===== src/rtl/mem_pkg.sv =====
// Shared definitions for the burst memory read/write FSMs.
package mem_pkg;

    localparam int unsigned WORDS  = 16;
    localparam int unsigned DW     = 16;
    localparam int unsigned AW     = 16;
    localparam int unsigned LINE_W = WORDS * DW;

    typedef enum logic [1:0] {
        IDLE  = 2'd0,
        WRITE = 2'd1,
        DONE  = 2'd2
    } state_t;

    // Word idx of a line buffer; word 0 occupies the least significant bits.
    function automatic logic [DW-1:0] word_sel(input logic [LINE_W-1:0] line,
                                               input int unsigned idx);
        return line[idx*DW +: DW];
    endfunction

endpackage


===== src/rtl/mem_write_shifter.sv =====
// Shadow line buffer and write mask; shifts down one word per write cycle.
module mem_write_shifter
    import mem_pkg::*;
#(
    parameter int unsigned WORDS = mem_pkg::WORDS,
    parameter int unsigned DW    = mem_pkg::DW
) (
    input  logic                Clk,
    input  logic                Rst,
    input  logic                load,
    input  logic                shift,
    input  logic [WORDS*DW-1:0] line,
    input  logic [WORDS-1:0]    mask,
    output logic [DW-1:0]       word_c,
    output logic                mask_c
);

    logic [WORDS*DW-1:0] buf_q;
    logic [WORDS-1:0]    mask_q;

    always_ff @(posedge Clk or posedge Rst) begin
        if (Rst) begin
            buf_q  <= '0;
            mask_q <= '0;
        end else if (load) begin
            buf_q  <= line;
            mask_q <= mask;
        end else if (shift) begin
            buf_q  <= buf_q >> DW;
            mask_q <= mask_q >> 1;
        end
    end

    // Head of the shift register is always the next word to write.
    always_comb begin
        word_c = DW'(word_sel(LINE_W'(buf_q), 32'd0));
        mask_c = mask_q[0];
    end

endmodule


===== src/rtl/mem_write_fsm.sv =====
// Burst memory writer: captures a line and base address, then writes WORDS words.
module mem_write_fsm
    import mem_pkg::*;
#(
    parameter int unsigned WORDS = mem_pkg::WORDS,
    parameter int unsigned DW    = mem_pkg::DW,
    parameter int unsigned AW    = mem_pkg::AW
) (
    input  logic                Clk,
    input  logic                Rst,
    input  logic                start,
    input  logic [AW-1:0]       AddrIn,
    input  logic [WORDS*DW-1:0] DataBuff,
    input  logic [WORDS-1:0]    WrMask,
    output logic [AW-1:0]       Addr,
    output logic                WR,
    output logic [DW-1:0]       DataIn,
    output logic                busy,
    output logic                done_vld
);

    localparam int unsigned CW = (WORDS > 1) ? $clog2(WORDS) : 1;

    state_t          state_q, state_d;
    logic [CW-1:0]   cnt_q, cnt_d;
    logic [AW-1:0]   base_q, base_d;
    logic [AW-1:0]   addr_d;
    logic [DW-1:0]   data_d;
    logic            wr_d, busy_d, done_d;
    logic            load_c, shift_c;
    logic [DW-1:0]   word_c;
    logic            mask_c;

    mem_write_shifter #(
        .WORDS (WORDS),
        .DW    (DW)
    ) u_shifter (
        .Clk    (Clk),
        .Rst    (Rst),
        .load   (load_c),
        .shift  (shift_c),
        .line   (DataBuff),
        .mask   (WrMask),
        .word_c (word_c),
        .mask_c (mask_c)
    );

    always_ff @(posedge Clk or posedge Rst) begin
        if (Rst) begin
            state_q  <= IDLE;
            cnt_q    <= '0;
            base_q   <= '0;
            Addr     <= '0;
            DataIn   <= '0;
            WR       <= 1'b0;
            busy     <= 1'b0;
            done_vld <= 1'b0;
        end else begin
            state_q  <= state_d;
            cnt_q    <= cnt_d;
            base_q   <= base_d;
            Addr     <= addr_d;
            DataIn   <= data_d;
            WR       <= wr_d;
            busy     <= busy_d;
            done_vld <= done_d;
        end
    end

    // Addr/DataIn hold outside WRITE; WR alone qualifies them.
    always_comb begin
        state_d = state_q;
        cnt_d   = cnt_q;
        base_d  = base_q;
        addr_d  = Addr;
        data_d  = DataIn;
        wr_d    = 1'b0;
        busy_d  = busy;
        done_d  = 1'b0;
        load_c  = 1'b0;
        shift_c = 1'b0;

        case (state_q)
            IDLE: begin
                busy_d = 1'b0;
                if (start) begin
                    load_c  = 1'b1;
                    base_d  = AddrIn;
                    cnt_d   = '0;
                    busy_d  = 1'b1;
                    state_d = WRITE;
                end
            end
            WRITE: begin
                addr_d  = base_q + AW'(cnt_q);
                data_d  = word_c;
                wr_d    = mask_c;
                shift_c = 1'b1;
                cnt_d   = cnt_q + CW'(1);
                if (cnt_q == CW'(WORDS - 1)) begin
                    state_d = DONE;
                end
            end
            DONE: begin
                done_d  = 1'b1;
                state_d = IDLE;
            end
            default: begin
                state_d = IDLE;
            end
        endcase
    end

endmodule


===== config.mk =====
export PLATFORM = sky130hd
export DESIGN_NAME = mem_write_fsm
export DESIGN_NICKNAME = d
export VERILOG_FILES = /design/src/rtl/mem_pkg.sv /design/src/rtl/mem_write_shifter.sv /design/src/rtl/mem_write_fsm.sv
export SDC_FILE = /design/constraint.sdc
export NUM_CORES = 1
export LEC_CHECK = 0
export CAP_MARGIN = 10
export CORE_MARGIN = 2
export CORE_UTILIZATION = 45
export CTS_BUF_LIST = sky130_fd_sc_hd__clkbuf_2 sky130_fd_sc_hd__clkbuf_4 sky130_fd_sc_hd__clkbuf_8
export DETAILED_ROUTE_END_ITERATION = 10
export HOLD_SLACK_MARGIN = 0.03
export PLACE_DENSITY = 0.81
export SLEW_MARGIN = 25
export SYNTH_ARGS = -nofsm -noshare
export SYNTH_HDL_FRONTEND = slang
export SYNTH_SLANG_ARGS = --single-unit

===== constraint.sdc =====
create_clock -name Clk -period 23.9 [get_ports Clk]
set_input_delay 4.78 -clock Clk [delete_from_list [all_inputs] [get_ports Clk]]
set_output_delay 4.78 -clock Clk [all_outputs]
set_load 0.02 [all_outputs]

# Yosys cells after proc, flatten, opt, wreduce, memory -nomap -nowiden

Cells that the tools add are included.

Add/sub/neg operators: 2
Eq/ne operators: 5
Muxes and demuxes: 14
Reduce and logical (&&, ||, !) cells: 6

Operators by type and width:

| kind                                                                  | count |
|---|---|
| 256-bit 2-to-1 mux                                                    | 2 |
| 16-bit 2-to-1 mux                                                     | 2 |
| 16-bit by 4-bit adder with 16-bit output                              | 1 |
| 4-bit case mux with 2 select lines                                    | 1 |
| 2-bit AND reduction                                                   | 3 |
| 1-bit 2-to-1 mux                                                      | 5 |
| 4-bit by 1-bit adder with 4-bit output, second input constant         | 1 |
| 4-bit equality test, second input constant                            | 1 |
| 2-bit 2-to-1 mux                                                      | 2 |
| 4-bit 2-to-1 mux                                                      | 1 |
| 2-bit inequality test, second input constant                          | 2 |
| 2-bit case mux with 2 select lines                                    | 1 |
| 2-bit nonzero test                                                    | 2 |
| 2-bit by 1-bit equality test with 1-bit output, second input constant | 1 |
| 2-bit equality test, second input constant                            | 1 |
| 2-bit zero test                                                       | 1 |

Register bits after elaboration: 329

# Longest topological paths before layout

Depth in word-level cells: 4
Gate-level depth with buffers: 7

# Cells and area by module

From an unflattened synthesis, not the netlist that was laid out.

Cells, all modules: 1,473
Area total of the unflattened synthesis: 14,964.4 um^2

By module, submodules not included:

| module            | area each (um^2) | cells each | times used | seq. area each (um^2) |
|---|---|---|---|---|
| mem_write_shifter | 12,460.7         | 1,195      | 1          | 6,806.5 |
| mem_write_fsm     | 2,503.7          | 278        | 1          | 1,426.4 |

# Worst setup path before layout

Ideal clock, no wire load.

Path type: input to register
Start: in start
End: reg cnt_q[1]
Path buffers: 3
Path slack: 18.126 ns
Arrival time: 5.646 ns
Stages: 5
Path through: nor3b_2 -> buf_2 -> buf_2 -> buf_2 -> o21ai_0

Cells in the longest elaborated chain, start to end: 2

Ends and longest elaborated chain:

| what                                   | RTL line            | text |
|---|---|---|
| start: declaration                     | mem_write_fsm.sv:11 | `input logic start,` |
| 2-bit inequality test (no source line) | n/a                 |  |
| 2-bit AND reduction (no source line)   | n/a                 |  |
| end signal: assignment                 | mem_write_fsm.sv:60 | `cnt_q <= cnt_d;` |
| end: declaration                       | mem_write_fsm.sv:25 | `logic [CW-1:0] cnt_q, cnt_d;` |

Every way passes these cells.
A chain may end at the register's enable or synchronous reset.

# Worst setup path in the final report

Start: in start
End: reg u_shifter.buf_q[92]

Cells in the longest elaborated chain, start to end: 3

Ends and longest elaborated chain:

| what                                                            | RTL line                | text |
|---|---|---|
| 1-bit 2-to-1 mux (*)                                            | mem_write_fsm.sv:86     | `if (start) begin` |
| 1-bit 2-to-1 mux (*)                                            | mem_write_fsm.sv:83     | `case (state_q)` |
| 256-bit 2-to-1 mux / 2-bit nonzero test (equally long branches) | n/a                     |  |
| end signal: assignment                                          | mem_write_shifter.sv:26 | `buf_q <= line;` |
| end signal: assignment                                          | mem_write_shifter.sv:29 | `buf_q <= buf_q >> DW;` |
| end: declaration                                                | mem_write_shifter.sv:18 | `logic [WORDS*DW-1:0] buf_q;` |

Mark *: on every way between the ends. The rest lies on a longest branch, timed or not.

==> results.json <==
{
  "status": "complete, no violations",
  "cts_setup_buffers": 0,
  "grt_use_met3": 0.0685,
  "grt_use_met2": 0.388,
  "r2r_cells": 5,
  "layout_setup_ws_ns": 16.74,
  "relSlewSlack": 0.321,
  "yosys_most_used_dff": "dfrtp_1",
  "ioPinCount": 326,
  "synthesis.area_mm2": 0.0138,
  "cts-root-buf": "clkbuf_8",
  "max_clock_freq_ghz": 0.140,
  "hold_viol_final": 0,
  "ys_seq_area_frac": 0.597,
  "cts_tree": "yes",
  "grt_pass1_vias": 11800,
  "viasPerCell": 5.43,
  "cp-start-kind": "input pin",
  "synth_commonest_cells": "nand2_1 (655), dfrtp_1 (329), a22oi_1 (255)",
  "required_ns": 24.40,
  "place.port_buffers": 325,
  "grt_setup_unrepaired": "no",
  "drc": 0,
  "wl_per_cell_um": 18.2,
  "ys_seq_elements": 329,
  "cp-end-kind": "register",
  "synth-edff-count": 0,
  "ir_worst_vdd_mv": 0.0666,
  "path_class": "in2reg",
  "cts_resized": 0,
  "track_usage": 0.240,
  "path_clk_slew_ns": 0.06,
  "die_y_um": 179,
  "post-route-period-util": 0.299,
  "drt_pre_antenna_iters": 6,
  "fin_setup_tns_ns": 0,
  "crit_fanout": 214,
  "drive_gt1_frac": 0.0624,
  "drt-total-wl_um": 39700,
  "layout.nets": 2037,
  "p_leak_nw": 8.69,
  "slew_violations": 0,
  "grt_pass1_wl_um": 60900,
  "postSynth.asyncResetShare": 1.00,
  "grt_antenna_before_repair": 5,
  "drtAntennaViolNets": 0,
  "dpl_worst_slack_ns": 16.35,
  "cts_made_buffers": 54,
  "start_util": 0.454,
  "core_mm2": 0.0303,
  "yosysTopAreaCell": "dfrtp_1",
  "synth.most_common_cell": "nand2_1",
  "cts-htree-levels": 2,
  "die_w_um": 179,
  "cts_buffer_depth": 3,
  "synth_area_per_cell_um2": 9.48,
  "power_density_mw_per_mm2": 120,
  "setup_viol": 0,
  "ys_types": 36,
  "grt_max_degree": 258,
  "hpwl_um": 25500,
  "min_path_type": "reg2reg",
  "first_iter_violations": 1069,
  "cp.arrival_ns": 7.65,
  "gr-total-overflow": 0,
  "cts.hold.buffers_added": 0,
  "fin_crit_ns": 7.16,
  "clk_latency_ns": 0.56,
  "synth_top_area_share": 0.597,
  "die-area_mm2": 0.0320,
  "top_usage_layer": "met2",
  "placementRows": 64,
  "fin_skew_ns": 0.0114,
  "vias": 11800,
  "cap_viol_max_count": 0,
  "ys_warn_count": 0,
  "syn_nets": 1750,
  "synthTopCellsByArea": "dfrtp_1 (60%), nand2_1 (18%), a22oi_1 (14%)",
  "whs_path_depth": 2,
  "cts_sinks": 329,
  "worstMarginPinSlew_ns": 1.02,
  "gp_congestion": 0.840,
  "met1_usage": 0.308,
  "syn_to_final_growth_pct": 33.5,
  "netlist_instances": 1453
}
-- placed cells by master, fill, tap and decap left out, types with 3 or more instances in the layout --
cell type	count
a31oi_1	10
ha_1	5
diode_2	4
o21ai_1	7
clkbuf_8	72
a22oi_1	255
nor2_1	13
nand3_1	5
nand4_1	3
or4_1	3
buf_12	3
dfrtp_1	329
clkdlybuf4s50_1	325
inv_1	3
or3_1	8
clkinv_2	3
buf_4	4
o21ai_0	30
a21oi_1	3
clkbuf_4	19
nand2_1	655
-- final timing paths --
check	start	endpoint	slack [ns]
min reg2reg	u_shifter.mask_q[0]$_DFFE_PP0P_	u_shifter.mask_q[0]$_DFFE_PP0P_	0.47
max reg2reg	state_q[0]$_DFFE_PP0P_	u_shifter.buf_q[120]$_DFFE_PP0P_	20.83
min in group asynchronous	Rst	u_shifter.buf_q[28]$_DFFE_PP0P_	4.81
min	u_shifter.mask_q[0]$_DFFE_PP0P_	u_shifter.mask_q[0]$_DFFE_PP0P_	0.47
max in group asynchronous	Rst	u_shifter.buf_q[202]$_DFFE_PP0P_	17.71
max	start	u_shifter.buf_q[92]$_DFFE_PP0P_	16.74
-- per-stage QoR --
step,power (mW),util,cell area (um2),std cells,hold WS (ns)
final,2.20,0.606,18400,2179,0.471
after CTS,2.21,0.605,18400,2174,0.469
after global placement,1.64,0.566,17200,2078,0.445
after detailed placement,1.69,0.567,17200,2079,0.455
after global routing,2.35,0.606,18400,2178,0.490
after floorplan,1.42,-,13800,1453,0.438
-- registers in the layout (all words and copies together) (netlist names) --
signal and cells:
u_shifter.buf_q 256, Addr 16, DataIn 16, base_q 16, u_shifter.mask_q 16, cnt_q 4, state_q 2, WR 1
busy 1, done_vld 1
-- worst max-delay path, stage by stage --
cell	delay, ns
clkdlybuf4s50_1	0.48
nor3b_4	0.30
buf_12	0.65
buf_4	0.88
a22oi_1	0.19
nand2_1	0.12
-- power breakdown --
group / total [mW] / leakage [nW] / switching (mW) / internal, mW
registers: 0.962 / 4.17 / 0.163 / 0.799
logic: 0.722 / 3.90 / 0.415 / 0.307
clock network: 0.517 / 0.617 / 0.221 / 0.296
-- layer usage --
layer | up-vias | wire, um | share of wire
li1 | 5515 | - | -
met1 | 5746 | 15700 | 0.40
met2 | 461 | 19200 | 0.48
met3 | 104 | 3480 | 0.088
met4 | 4 | 1380 | 0.035
met5 | - | 23 | 0.00058
-- layout make-up --
class	count	area [um2]
flip-flops and latches	329	8230
well taps	396	495
repair buffers	334	3400
fillers	2544	12000
inverters	4	27.5
diodes	4	10.0
multi-input cells	1017	5070
clock inverters	4	22.5
clock buffers	91	1130
-- cell families after synthesis --
logic type	count (synthesis)	synth area share
and+or+nand+nor	696	0.197
adders and majority gates	6	0.00599
AOI/OAI and AO/OA	312	0.162
buffers and inverters	107	0.0360
xor gates and xnor gates	3	0.00191
DFF	329	0.597
No activity file was read; power rests on OpenSTA's default activity.
